$ cat src/rtl/kd_pkg.sv
// Shared definitions for the kd-tree sequencer: point/center widths and the
// controller state encoding.
package kd_pkg;

    localparam int DIM         = 3;
    localparam int DATA_RANGE  = 255;
    localparam int DIM_SIZE    = $clog2(DATA_RANGE);
    localparam int CENTER_SIZE = DIM * DIM_SIZE;

    typedef enum logic [2:0] {
        ST_IDLE  = 3'd0,
        ST_SORT  = 3'd1,
        ST_FETCH = 3'd2,
        ST_PROP  = 3'd3,
        ST_EMIT  = 3'd4,
        ST_DONE  = 3'd5
    } kd_state_e;

    // Compared one bit wider so a 65535-point run cannot wrap.
    function automatic logic is_last_point(input logic [15:0] cnt, input logic [15:0] num);
        return (({1'b0, cnt} + 17'd1) == {1'b0, num});
    endfunction

endpackage

$ cat src/rtl/kd_tree_ctrl_if.sv
// Bundle of run-control, tree-mode, point, best-center and result signals
// between the kd-tree sequencer and its surroundings.
interface kd_tree_ctrl_if #(
    parameter int NUM_CE = 7
);
    logic                            start;
    logic [15:0]                     num_points;
    logic [NUM_CE-1:0]               sort_stable;
    logic                            en;
    logic                            sorting;
    logic                            point_prop;
    logic                            pt_valid;
    logic [kd_pkg::CENTER_SIZE-1:0]  pt_data;
    logic                            pt_ready;
    logic [kd_pkg::CENTER_SIZE-1:0]  root_point;
    logic                            best_valid;
    logic [kd_pkg::CENTER_SIZE-1:0]  best_center;
    logic                            res_valid;
    logic [kd_pkg::CENTER_SIZE-1:0]  res_point;
    logic [kd_pkg::CENTER_SIZE-1:0]  res_center;
    logic                            res_ready;
    logic                            busy;
    logic                            done;
    logic                            err_timeout;

    modport master (
        input  start, num_points, sort_stable, pt_valid, pt_data,
               best_valid, best_center, res_ready,
        output en, sorting, point_prop, pt_ready, root_point,
               res_valid, res_point, res_center, busy, done, err_timeout
    );

    modport slave (
        output start, num_points, sort_stable, pt_valid, pt_data,
               best_valid, best_center, res_ready,
        input  en, sorting, point_prop, pt_ready, root_point,
               res_valid, res_point, res_center, busy, done, err_timeout
    );
endinterface

$ cat src/rtl/kd_stable_detect.sv
// Counts consecutive cycles with every compare-exchange node stable and flags
// the cycle in which the run reaches STABLE_RUN.
module kd_stable_detect #(
    parameter int NUM_CE     = 7,
    parameter int STABLE_RUN = 2
) (
    input  logic              clk,
    input  logic              rst,
    input  logic              clr,
    input  logic              en,
    input  logic [NUM_CE-1:0] sort_stable,
    output logic              run_done
);
    localparam int            CW      = $clog2(STABLE_RUN + 1);
    localparam logic [CW-1:0] RUN_LEN = CW'(STABLE_RUN);

    logic [CW-1:0] cnt_q;
    logic [CW-1:0] cnt_d;

    // Saturating run-length counter; any unstable node restarts the run.
    always_comb begin
        cnt_d = cnt_q;
        if (clr) begin
            cnt_d = '0;
        end else if (en) begin
            if (!(&sort_stable)) begin
                cnt_d = '0;
            end else if (cnt_q != RUN_LEN) begin
                cnt_d = cnt_q + CW'(1'b1);
            end else begin
                cnt_d = cnt_q;
            end
        end else begin
            cnt_d = cnt_q;
        end
    end

    assign run_done = en && !clr && (cnt_d == RUN_LEN);

    // Run-length register.
    always_ff @(posedge clk or negedge rst) begin
        if (!rst) begin
            cnt_q <= '0;
        end else begin
            cnt_q <= cnt_d;
        end
    end
endmodule

$ cat src/rtl/kd_tree_ctrl.sv
// kd-tree sequencer: sort phase until stable, then one query point at a time
// through the tree, forwarding each (point, best center) pair downstream.
module kd_tree_ctrl
    import kd_pkg::*;
#(
    parameter int NUM_CE       = 7,
    parameter int STABLE_RUN   = 2,
    parameter int SORT_TIMEOUT = 1024,
    parameter int PROP_TIMEOUT = 64
) (
    input logic            clk,
    input logic            rst,
    kd_tree_ctrl_if.master bus
);
    localparam int            SW         = $clog2(SORT_TIMEOUT + 1);
    localparam int            PW         = $clog2(PROP_TIMEOUT + 1);
    localparam logic [SW-1:0] SORT_LIMIT = SW'(SORT_TIMEOUT);
    localparam logic [PW-1:0] PROP_LIMIT = PW'(PROP_TIMEOUT);

    kd_state_e             state_q, state_d;
    logic [15:0]           num_q, num_d;
    logic [15:0]           point_cnt_q, point_cnt_d;
    logic [SW-1:0]         sort_cnt_q, sort_cnt_d;
    logic [PW-1:0]         prop_cnt_q, prop_cnt_d;
    logic [CENTER_SIZE-1:0] root_point_q, root_point_d;
    logic [CENTER_SIZE-1:0] res_point_q, res_point_d;
    logic [CENTER_SIZE-1:0] res_center_q, res_center_d;
    logic                  err_q, err_d;
    logic                  en_q, en_d;
    logic                  sorting_q, sorting_d;
    logic                  point_prop_q, point_prop_d;
    logic                  pt_ready_q, pt_ready_d;
    logic                  res_valid_q, res_valid_d;
    logic                  busy_q, busy_d;
    logic                  done_q, done_d;
    logic                  start_acc_s;
    logic                  run_done_s;

    assign start_acc_s = (state_q == ST_IDLE) && bus.start;

    kd_stable_detect #(
        .NUM_CE     (NUM_CE),
        .STABLE_RUN (STABLE_RUN)
    ) u_stable (
        .clk         (clk),
        .rst         (rst),
        .clr         (start_acc_s),
        .en          (state_q == ST_SORT),
        .sort_stable (bus.sort_stable),
        .run_done    (run_done_s)
    );

    // Next-state, datapath and counter updates.
    always_comb begin
        state_d      = state_q;
        num_d        = num_q;
        point_cnt_d  = point_cnt_q;
        sort_cnt_d   = sort_cnt_q;
        prop_cnt_d   = prop_cnt_q;
        root_point_d = root_point_q;
        res_point_d  = res_point_q;
        res_center_d = res_center_q;
        err_d        = err_q;
        case (state_q)
            ST_IDLE: begin
                if (bus.start) begin
                    num_d       = bus.num_points;
                    err_d       = 1'b0;
                    point_cnt_d = 16'd0;
                    sort_cnt_d  = '0;
                    state_d     = ST_SORT;
                end else begin
                    state_d = ST_IDLE;
                end
            end
            ST_SORT: begin
                sort_cnt_d = sort_cnt_q + SW'(1'b1);
                // Stability takes priority over a coincident timeout.
                if (run_done_s) begin
                    state_d = (num_q == 16'd0) ? ST_DONE : ST_FETCH;
                end else if (sort_cnt_d == SORT_LIMIT) begin
                    err_d   = 1'b1;
                    state_d = ST_IDLE;
                end else begin
                    state_d = ST_SORT;
                end
            end
            ST_FETCH: begin
                if (bus.pt_valid && pt_ready_q) begin
                    root_point_d = bus.pt_data;
                    prop_cnt_d   = '0;
                    state_d      = ST_PROP;
                end else begin
                    state_d = ST_FETCH;
                end
            end
            ST_PROP: begin
                prop_cnt_d = prop_cnt_q + PW'(1'b1);
                // prop_cnt_q == 0 marks the entry cycle, where best_valid is stale.
                if ((prop_cnt_q != '0) && bus.best_valid) begin
                    res_center_d = bus.best_center;
                    res_point_d  = root_point_q;
                    state_d      = ST_EMIT;
                end else if (prop_cnt_d == PROP_LIMIT) begin
                    err_d   = 1'b1;
                    state_d = ST_IDLE;
                end else begin
                    state_d = ST_PROP;
                end
            end
            ST_EMIT: begin
                if (res_valid_q && bus.res_ready) begin
                    point_cnt_d = point_cnt_q + 16'd1;
                    state_d     = is_last_point(point_cnt_q, num_q) ? ST_DONE : ST_FETCH;
                end else begin
                    state_d = ST_EMIT;
                end
            end
            ST_DONE: begin
                state_d = ST_IDLE;
            end
            default: begin
                state_d = ST_IDLE;
            end
        endcase
    end

    // Moore outputs decoded from the next state so they register alongside it.
    always_comb begin
        en_d         = (state_d == ST_SORT) || (state_d == ST_PROP);
        sorting_d    = (state_d == ST_SORT);
        point_prop_d = (state_d == ST_PROP);
        pt_ready_d   = (state_d == ST_FETCH);
        res_valid_d  = (state_d == ST_EMIT);
        busy_d       = (state_d != ST_IDLE);
        done_d       = (state_d == ST_DONE);
    end

    // State, counters, datapath and output registers.
    always_ff @(posedge clk or negedge rst) begin
        if (!rst) begin
            state_q      <= ST_IDLE;
            num_q        <= 16'd0;
            point_cnt_q  <= 16'd0;
            sort_cnt_q   <= '0;
            prop_cnt_q   <= '0;
            root_point_q <= '0;
            res_point_q  <= '0;
            res_center_q <= '0;
            err_q        <= 1'b0;
            en_q         <= 1'b0;
            sorting_q    <= 1'b0;
            point_prop_q <= 1'b0;
            pt_ready_q   <= 1'b0;
            res_valid_q  <= 1'b0;
            busy_q       <= 1'b0;
            done_q       <= 1'b0;
        end else begin
            state_q      <= state_d;
            num_q        <= num_d;
            point_cnt_q  <= point_cnt_d;
            sort_cnt_q   <= sort_cnt_d;
            prop_cnt_q   <= prop_cnt_d;
            root_point_q <= root_point_d;
            res_point_q  <= res_point_d;
            res_center_q <= res_center_d;
            err_q        <= err_d;
            en_q         <= en_d;
            sorting_q    <= sorting_d;
            point_prop_q <= point_prop_d;
            pt_ready_q   <= pt_ready_d;
            res_valid_q  <= res_valid_d;
            busy_q       <= busy_d;
            done_q       <= done_d;
        end
    end

    assign bus.en          = en_q;
    assign bus.sorting     = sorting_q;
    assign bus.point_prop  = point_prop_q;
    assign bus.pt_ready    = pt_ready_q;
    assign bus.root_point  = root_point_q;
    assign bus.res_valid   = res_valid_q;
    assign bus.res_point   = res_point_q;
    assign bus.res_center  = res_center_q;
    assign bus.busy        = busy_q;
    assign bus.done        = done_q;
    assign bus.err_timeout = err_q;
endmodule
$ cat src/flat_wrapper.sv
// flat-port wrapper written by rule: the top's interface ports become plain ports
module kd_tree_ctrl_flat import kd_pkg::*;
#(
    parameter int NUM_CE       = 7,
    parameter int STABLE_RUN   = 2,
    parameter int SORT_TIMEOUT = 1024,
    parameter int PROP_TIMEOUT = 64
)
  (clk, rst, bus_start, bus_num_points, bus_sort_stable, bus_pt_valid, bus_pt_data, bus_best_valid, bus_best_center, bus_res_ready, bus_en, bus_sorting, bus_point_prop, bus_pt_ready, bus_root_point, bus_res_valid, bus_res_point, bus_res_center, bus_busy, bus_done, bus_err_timeout);
  kd_tree_ctrl_if #(.NUM_CE(NUM_CE)) bus_i ();
  input logic clk;
  input logic rst;
  input wire logic [$bits(bus_i.start)-1:0] bus_start;
  input wire logic [$bits(bus_i.num_points)-1:0] bus_num_points;
  input wire logic [$bits(bus_i.sort_stable)-1:0] bus_sort_stable;
  input wire logic [$bits(bus_i.pt_valid)-1:0] bus_pt_valid;
  input wire logic [$bits(bus_i.pt_data)-1:0] bus_pt_data;
  input wire logic [$bits(bus_i.best_valid)-1:0] bus_best_valid;
  input wire logic [$bits(bus_i.best_center)-1:0] bus_best_center;
  input wire logic [$bits(bus_i.res_ready)-1:0] bus_res_ready;
  output wire logic [$bits(bus_i.en)-1:0] bus_en;
  output wire logic [$bits(bus_i.sorting)-1:0] bus_sorting;
  output wire logic [$bits(bus_i.point_prop)-1:0] bus_point_prop;
  output wire logic [$bits(bus_i.pt_ready)-1:0] bus_pt_ready;
  output wire logic [$bits(bus_i.root_point)-1:0] bus_root_point;
  output wire logic [$bits(bus_i.res_valid)-1:0] bus_res_valid;
  output wire logic [$bits(bus_i.res_point)-1:0] bus_res_point;
  output wire logic [$bits(bus_i.res_center)-1:0] bus_res_center;
  output wire logic [$bits(bus_i.busy)-1:0] bus_busy;
  output wire logic [$bits(bus_i.done)-1:0] bus_done;
  output wire logic [$bits(bus_i.err_timeout)-1:0] bus_err_timeout;
  assign bus_i.start = bus_start;
  assign bus_i.num_points = bus_num_points;
  assign bus_i.sort_stable = bus_sort_stable;
  assign bus_i.pt_valid = bus_pt_valid;
  assign bus_i.pt_data = bus_pt_data;
  assign bus_i.best_valid = bus_best_valid;
  assign bus_i.best_center = bus_best_center;
  assign bus_i.res_ready = bus_res_ready;
  assign bus_en = bus_i.en;
  assign bus_sorting = bus_i.sorting;
  assign bus_point_prop = bus_i.point_prop;
  assign bus_pt_ready = bus_i.pt_ready;
  assign bus_root_point = bus_i.root_point;
  assign bus_res_valid = bus_i.res_valid;
  assign bus_res_point = bus_i.res_point;
  assign bus_res_center = bus_i.res_center;
  assign bus_busy = bus_i.busy;
  assign bus_done = bus_i.done;
  assign bus_err_timeout = bus_i.err_timeout;
  kd_tree_ctrl #(.NUM_CE(NUM_CE), .STABLE_RUN(STABLE_RUN), .SORT_TIMEOUT(SORT_TIMEOUT), .PROP_TIMEOUT(PROP_TIMEOUT)) u_core (.clk(clk), .rst(rst), .bus(bus_i));
endmodule
$ cat config.mk
export PLATFORM = sky130hd
export DESIGN_NAME = kd_tree_ctrl_flat
export DESIGN_NICKNAME = d
export VERILOG_FILES = /design/src/rtl/kd_pkg.sv /design/src/rtl/kd_tree_ctrl_if.sv /design/src/rtl/kd_stable_detect.sv /design/src/rtl/kd_tree_ctrl.sv /design/src/flat_wrapper.sv
export SDC_FILE = /design/constraint.sdc
export NUM_CORES = 1
export LEC_CHECK = 0
export BUFFER_PORTS_ARGS = -buffer_cell sky130_fd_sc_hd__clkbuf_2
export CORE_MARGIN = 8
export CORE_UTILIZATION = 50
export DETAILED_ROUTE_END_ITERATION = 7
export PLACE_DENSITY = 0.76
export SLEW_MARGIN = 20
export SYNTH_ARGS = -nofsm -noshare
export SYNTH_HDL_FRONTEND = slang
export SYNTH_SLANG_ARGS = --single-unit
export TNS_END_PERCENT = 10
$ cat constraint.sdc
create_clock -name clk -period 3.3 [get_ports clk]
set_input_delay 0.495 -clock clk [delete_from_list [all_inputs] [get_ports clk]]
set_output_delay 0.495 -clock clk [all_outputs]
set_load 0.05 [all_outputs]
== Yosys cells after proc, flatten, opt, wreduce, memory -nomap -nowiden ==
Index checks and enable logic that the tools add are counted.

* Word-level logic and storage cells: 94
* Memories kept: 0
* Input port bits: 77
* Latch bits: 0
* Bits in writable memories: 0
* Bits in registers: 135
* Bits in read-only memories: 0

* Reduce and logical (&&, ||, !) cells: 24
* Shift-type cells: 0
* Equal/unequal tests: 21
* Div/mod/pow operators: 0
* Mux-type cells: 27
* $add $sub $neg: 5
* Bitwise logic cells: 0
* Multipliers: 0
* $lt $le $gt $ge: 0

{| class="wikitable"
|+ Operators by type and width
! operator !! number
|-
| $mux W16 || 2
|-
| $pmux W16 S2 || 1
|-
| $pmux W11 S2 || 1
|-
| $add A16 B1 Y17 const B || 1
|-
| $eq A17 B16 Y1 || 1
|-
| $add A16 B1 Y16 const B || 1
|-
| $logic_not A16 Y1 || 1
|-
| $mux W3 || 5
|-
| $pmux W3 S5 || 1
|-
| $pmux W7 S2 || 1
|-
| $eq A3 B2 Y1 const B || 4
|-
| $add A11 B1 Y11 const B || 1
|-
| $eq A11 B11 Y1 const B || 1
|-
| $mux W11 || 1
|-
| $mux W2 || 5
|-
| $reduce_and A2 Y1 || 5
|-
| $eq A3 B3 Y1 const B || 3
|-
| $mux W1 || 8
|-
| $ne A2 B1 Y1 const B || 4
|-
| $ne A2 B2 Y1 const B || 4
|-
| $add A7 B1 Y7 const B || 1
|-
| $eq A7 B7 Y1 const B || 1
|-
| $mux W7 || 1
|-
| $reduce_and A7 Y1 || 1
|-
| 13 further kinds || 22
|}

== Logic depth before layout (Yosys ltp) ==
* Depth after elaboration: 11
* Mapped depth: 8

== Modules after synthesis ==
From an unflattened synthesis, not the netlist that was laid out.

* Cell total of the unflattened synthesis: 558
* Area total of the unflattened synthesis: 6324.8 µm²

{| class="wikitable"
|+ By module, submodules not included
! module !! sequential area each (µm²) !! cells each !! area each (µm²) !! times used
|-
| kd_tree_ctrl || 3328.2 || 543 || 6174.7 || 1
|-
| kd_stable_detect || 50.0 || 15 || 150.1 || 1
|}

== Worst setup path after synthesis ==
No wires, ideal clock.

* Path kind: reg-to-reg
* From: register u_core.point_cnt_q[0]
* To: register u_core.pt_ready_q (netlist: u_core.bus.pt_ready)
* Arrival time: 2302 ps
* Slack: 877 ps
* Path buffers: 1
* Stages on the path, launching flop included: 9
* Library setup time: 120 ps
* Cell sequence: dfrtp_1 > ha_1 > nand3_2 > or3_1 > clkbuf_1 > a21oi_1 > o31ai_1 > or4_4 > o211a_1

* Longest elaborated chain between the ends: 6

{| class="wikitable"
|+ Ends and longest elaborated chain
! element !! RTL line !! text
|-
| start: declaration || kd_tree_ctrl.sv:22 || <nowiki>logic [15:0] point_cnt_q, point_cnt_d;</nowiki>
|-
| start signal: assignment || kd_tree_ctrl.sv:161 || <nowiki>point_cnt_q <= point_cnt_d;</nowiki>
|-
| $add A16 B1 Y17 || kd_pkg.sv:21 || <nowiki>return (({1'b0, cnt} + 17'd1) == {1'b0, num});</nowiki>
|-
| $eq A17 B16 Y1 || kd_pkg.sv:21 ||
|-
| $mux W3 || kd_tree_ctrl.sv:114 || <nowiki>state_d = is_last_point(point_cnt_q, num_q) ? ST_DONE : ST_FETCH;</nowiki>
|-
| $mux W3 || kd_tree_ctrl.sv:112 || <nowiki>if (res_valid_q && bus.res_ready) begin</nowiki>
|-
| $pmux W3 S5 || kd_tree_ctrl.sv:64 || <nowiki>case (state_q)</nowiki>
|-
| $eq A3 B2 Y1 || kd_tree_ctrl.sv:133 || <nowiki>pt_ready_d = (state_d == ST_FETCH);</nowiki>
|-
| net u_core.pt_ready_d || kd_tree_ctrl.sv:32 || <nowiki>logic pt_ready_q, pt_ready_d;</nowiki>
|-
| end signal: assignment || kd_tree_ctrl.sv:171 || <nowiki>pt_ready_q <= pt_ready_d;</nowiki>
|-
| end: declaration || kd_tree_ctrl.sv:32 ||
|}

The timed path passes the listed nets, and every way through them passes these cells.
A chain may end at the register's enable or synchronous reset.

== Worst setup path after layout ==
* From: register u_core.state_q[1]
* To: register u_core.done_q (netlist: u_core.bus.done)

* Longest elaborated chain between the ends: 8
* Elaborated cells on any way between the ends: 15

{| class="wikitable"
|+ Ends and longest elaborated chain
! element !! RTL line !! text
|-
| start: declaration || kd_tree_ctrl.sv:20 || <nowiki>kd_state_e state_q, state_d;</nowiki>
|-
| start signal: assignment || kd_tree_ctrl.sv:159 || <nowiki>state_q <= state_d;</nowiki>
|-
| $eq A3 B1 Y1 or $logic_not A3 Y1 (tied branches) || kd_tree_ctrl.sv:48, kd_tree_ctrl.sv:64, kd_tree_ctrl.sv:39 ||
|-
| $mux W2 or $logic_and A1 B1 Y1 (tied branches) || kd_stable_detect.sv:25, kd_tree_ctrl.sv:39 ||
|-
| $mux W2 or $logic_not A1 Y1 (tied branches) || kd_stable_detect.sv:23, kd_stable_detect.sv:38 ||
|-
| $eq A2 B2 Y1 or $logic_and A1 B1 Y1 (tied branches) || kd_stable_detect.sv:38 || <nowiki>assign run_done = en && !clr && (cnt_d == RUN_LEN);</nowiki>
|-
| $logic_and A1 B1 Y1 || kd_stable_detect.sv:38 ||
|-
| $mux W3 || kd_tree_ctrl.sv:79 || <nowiki>if (run_done_s) begin</nowiki>
|-
| $pmux W3 S5 (*) || kd_tree_ctrl.sv:64 ||
|-
| $eq A3 B3 Y1 (*) || kd_tree_ctrl.sv:136 || <nowiki>done_d = (state_d == ST_DONE);</nowiki>
|-
| net u_core.done_d || kd_tree_ctrl.sv:35 || <nowiki>logic done_q, done_d;</nowiki>
|-
| end signal: assignment || kd_tree_ctrl.sv:174 || <nowiki>done_q <= done_d;</nowiki>
|-
| end: declaration || kd_tree_ctrl.sv:35 ||
|}

The timed path passes the listed nets; every way through them passes the cells marked *.

==> impl_metrics.env <==
export IMPL_met2_usage=0.353
export IMPL_max_slew_margin=0.436
export IMPL_grt_busiest_layer="met2"
export IMPL_ys_seq_area_frac=0.537
export IMPL_grt_pass1_vias=5460
export IMPL_drc=0
export IMPL_hold_viol=0
export IMPL_p_switching_uw=2930
export IMPL_mostFrequentLayoutCells="155 x clkbuf_2, 135 x dfrtp_1, 94 x nand2_1"
export IMPL_postPlaceCellArea_um2=7260
export IMPL_syn_avg_cell_area_um2=10.9
export IMPL_crit_slowest_cell="nor4_1"
export IMPL_clockRootBuffer="clkbuf_16"
export IMPL_grt_max_degree=60
export IMPL_use_met1=0.231
export IMPL_p_clk_frac=0.272
export IMPL_cp_required_ns=3.63
export IMPL_path_cells="or3b_2 > nor4_1 > nor4_1 > o2111a_1 > a221oi_2"
export IMPL_min_period_ns=2.76
export IMPL_cap_violations=0
export IMPL_die_area_um2=16400
export IMPL_hold_buffers=0
export IMPL_synth_flop_cell="dfrtp_1"
export IMPL_ys_ff_latch=135
export IMPL_hold_class="input port to asynchronous set/reset pin"
export IMPL_tightest_slew_ns=0.843
export IMPL_vias=5153
export IMPL_async_flop_share=1.00
export IMPL_first_pass_iters=6
export IMPL_clk_path_buf_depth=2
export IMPL_fin_skew_ns=0.00957
export IMPL_path_clk_slew_ns=0.06
export IMPL_io_pins=157
export IMPL_die_x_um=128
export IMPL_powerDensity_nw_per_um2=884
export IMPL_grt_usage=0.212
export IMPL_drt_iter0_drc=483
export IMPL_crit_type="register to register"
export IMPL_stdcell_area_um2=7850
export IMPL_tns_ns=0
export IMPL_syn_to_final_growth_pct=24.7
export IMPL_rsz0062_at_grt="false"
export IMPL_endpoint_kind="register"
export IMPL_leakage_uw=0.00387
export IMPL_ir_worst_vdd_mv=0.622
export IMPL_synth_xor_area_frac=0.0362
export IMPL_setup_viol=0
export IMPL_critPathTopFamily="simple AND/OR/NAND/NOR gates"
export IMPL_layout_commonest_cell="clkbuf_2"
export IMPL_wl_per_cell_um=18.3
export IMPL_internal_power_uw=4010
export IMPL_r2r_start="u_core.state_q[1]"
export IMPL_core_region_area_um2=12500
export IMPL_syn_nets=662
export IMPL_postCtsSetupBuffers=0
export IMPL_diodes=0
export IMPL_synth_top_family_by_area="simple AND/OR/NAND/NOR gates"
export IMPL_period_share=0.835
export IMPL_crit_path_frequent_cell="nor4_1"
export IMPL_dp_cells=890
export IMPL_start_kind="register"
export IMPL_h_tree_depth=4
export IMPL_cts_resized=0
export IMPL_synthDistinctLibCells=59
export IMPL_vias_per_cell=5.59
export IMPL_num_rows=41
export IMPL_synth_mux_area_frac=0.129
export IMPL_cts_buffers=17
export IMPL_cp_max_fo=12
export IMPL_synth_adder_area_share=0.00994
export IMPL_critPathBufInv=0
export IMPL_holdWs_ns=0.121
export IMPL_status="finished, final reports clean"
export IMPL_port_buffers=156
export IMPL_nNetsFinal=819
export IMPL_slowest_delay_ns=0.67
export IMPL_grtUsageMet3=0.0957
export IMPL_power_share_switching=0.422
export IMPL_ant_nets=0
export IMPL_syn_area_um2=6290
export IMPL_antenna_found_initial=0
export IMPL_p_seq_frac=0.367
export IMPL_synth_compound_area_frac=0.0982
export IMPL_clkSinkCount=135
export IMPL_overflow=0
export IMPL_synth_simple_gate_area_frac=0.167
export IMPL_pwr_share_comb=0.361
export IMPL_yosysWarningCount=0
export IMPL_startpoint="u_core.state_q[1]"
export IMPL_start_util=0.505
export IMPL_hpwl_mm=12.1
export IMPL_max_clock_freq_mhz=363
export IMPL_cts_tree="built"
export IMPL_synth_edf_count=0
export IMPL_die_h_um=128
export IMPL_gp_congestion=0.908
export IMPL_crit_arrival_ns=3.08
export IMPL_grt_pass1_wl_mm=27.3
export IMPL_clkLatencyLatePin_ns=0.43
export IMPL_drive_gt1_frac=0.373
export IMPL_fin_cells=922
export IMPL_routed_wl_mm=16.9
export IMPL_slew_viol_final=0
export IMPL_netlist_instances=580
[state kept, by name, indices dropped and copies added, names as in the netlist, 2 cells and up]
register / cells
u_core.num_q: 16
u_core.state_q: 3
u_core.bus.root_point: 24
u_core.bus.res_point: 24
u_core.u_stable.cnt_q: 2
u_core.sort_cnt_q: 11
u_core.point_cnt_q: 16
u_core.prop_cnt_q: 7
u_core.bus.res_center: 24
[through the flow]
stage	setup WS, ns	util	total power [uW]
detailed placement	0.557	0.583	5060
finish	0.545	0.630	6940
global route	0.412	0.630	7270
CTS	0.547	0.630	6980
floorplan	0.877	-	4330
global placement	0.709	0.583	4970
[routing by layer]
metal  wire length (um)  up-vias
li1                   -     2388
met1               6510     2519
met2               8420      206
met3               1560       40
met4                386        0
met5                  0        -
[Yosys cell counts, drive strengths merged, types with 2 or more instances]
library cell | instances | area [um^2]
buf | 6 | 45.0
ha | 5 | 62.6
o211ai | 2 | 20.0
nand3b | 2 | 15.0
o31ai | 8 | 60.1
or4 | 3 | 30.0
clkbuf | 21 | 81.3
xor2 | 9 | 78.8
o41ai | 3 | 26.3
and3 | 13 | 81.3
inv | 6 | 22.5
nand4 | 10 | 77.6
mux2 | 72 | 811
a22o | 3 | 26.3
nor2 | 34 | 128
a21o | 2 | 15.0
or3 | 2 | 12.5
dfrtp | 135 | 3380
o22ai | 3 | 18.8
nor3b | 3 | 22.5
o21ai | 44 | 224
and2 | 3 | 20.0
xnor2 | 17 | 149
and4 | 2 | 18.8
nor2b | 2 | 12.5
a32o | 3 | 30.0
nand2 | 95 | 357
a21oi | 10 | 50.1
nor3 | 4 | 20.0
nand3 | 21 | 110
nor4 | 13 | 87.6
nor4b | 2 | 23.8
a31oi | 8 | 50.1
or3b | 2 | 17.5
[final timing paths]
kind                                                  end  slack (ns)  cells after the start
min in group clk                         u_core.num_q[10]        0.26                      3
worst min register to register  u_core.bus.res_center[11]        0.50                      1
max in group asynchronous           u_core.point_cnt_q[7]        2.40                      2
worst min-delay path             u_core.bus.res_center[9]        0.12                      1
worst max-delay path                      u_core.bus.done        0.54                      5
worst max register to register            u_core.bus.done        0.54                      5
[layout make-up]
type,instances,area [um^2]
Clock inverter,11,138
Sequential cell,135,3380
Fill cell,967,4620
Tap cell,172,215
Multi-Input combinational cell,412,2770
Timing Repair Buffer,165,876
Inverter,6,22.5
Clock buffer,21,450
[power by group through the flow]
stage / registers, uW / logic [uW] / clock network [uW]
finish: 2550 / 2500 / 1890
floorplan: 3490 / 844 / 0
detailed placement: 2550 / 2500 / 0
CTS: 2540 / 2520 / 1910
global placement: 2520 / 2450 / 0
global route: 2610 / 2680 / 1980
[cells by family (layout without fill, tap and decap cells)]
group | Yosys count | count (layout)
and+or+nand+nor | 213 | 213
DFF | 135 | 135
AOI/OAI and AO/OA | 96 | 96
muxes | 72 | 72
buffers and inverters | 33 | 203
xor gates and xnor gates | 26 | 26
adders and majority gates | 5 | 5
Power figures use the tool's default switching activity.
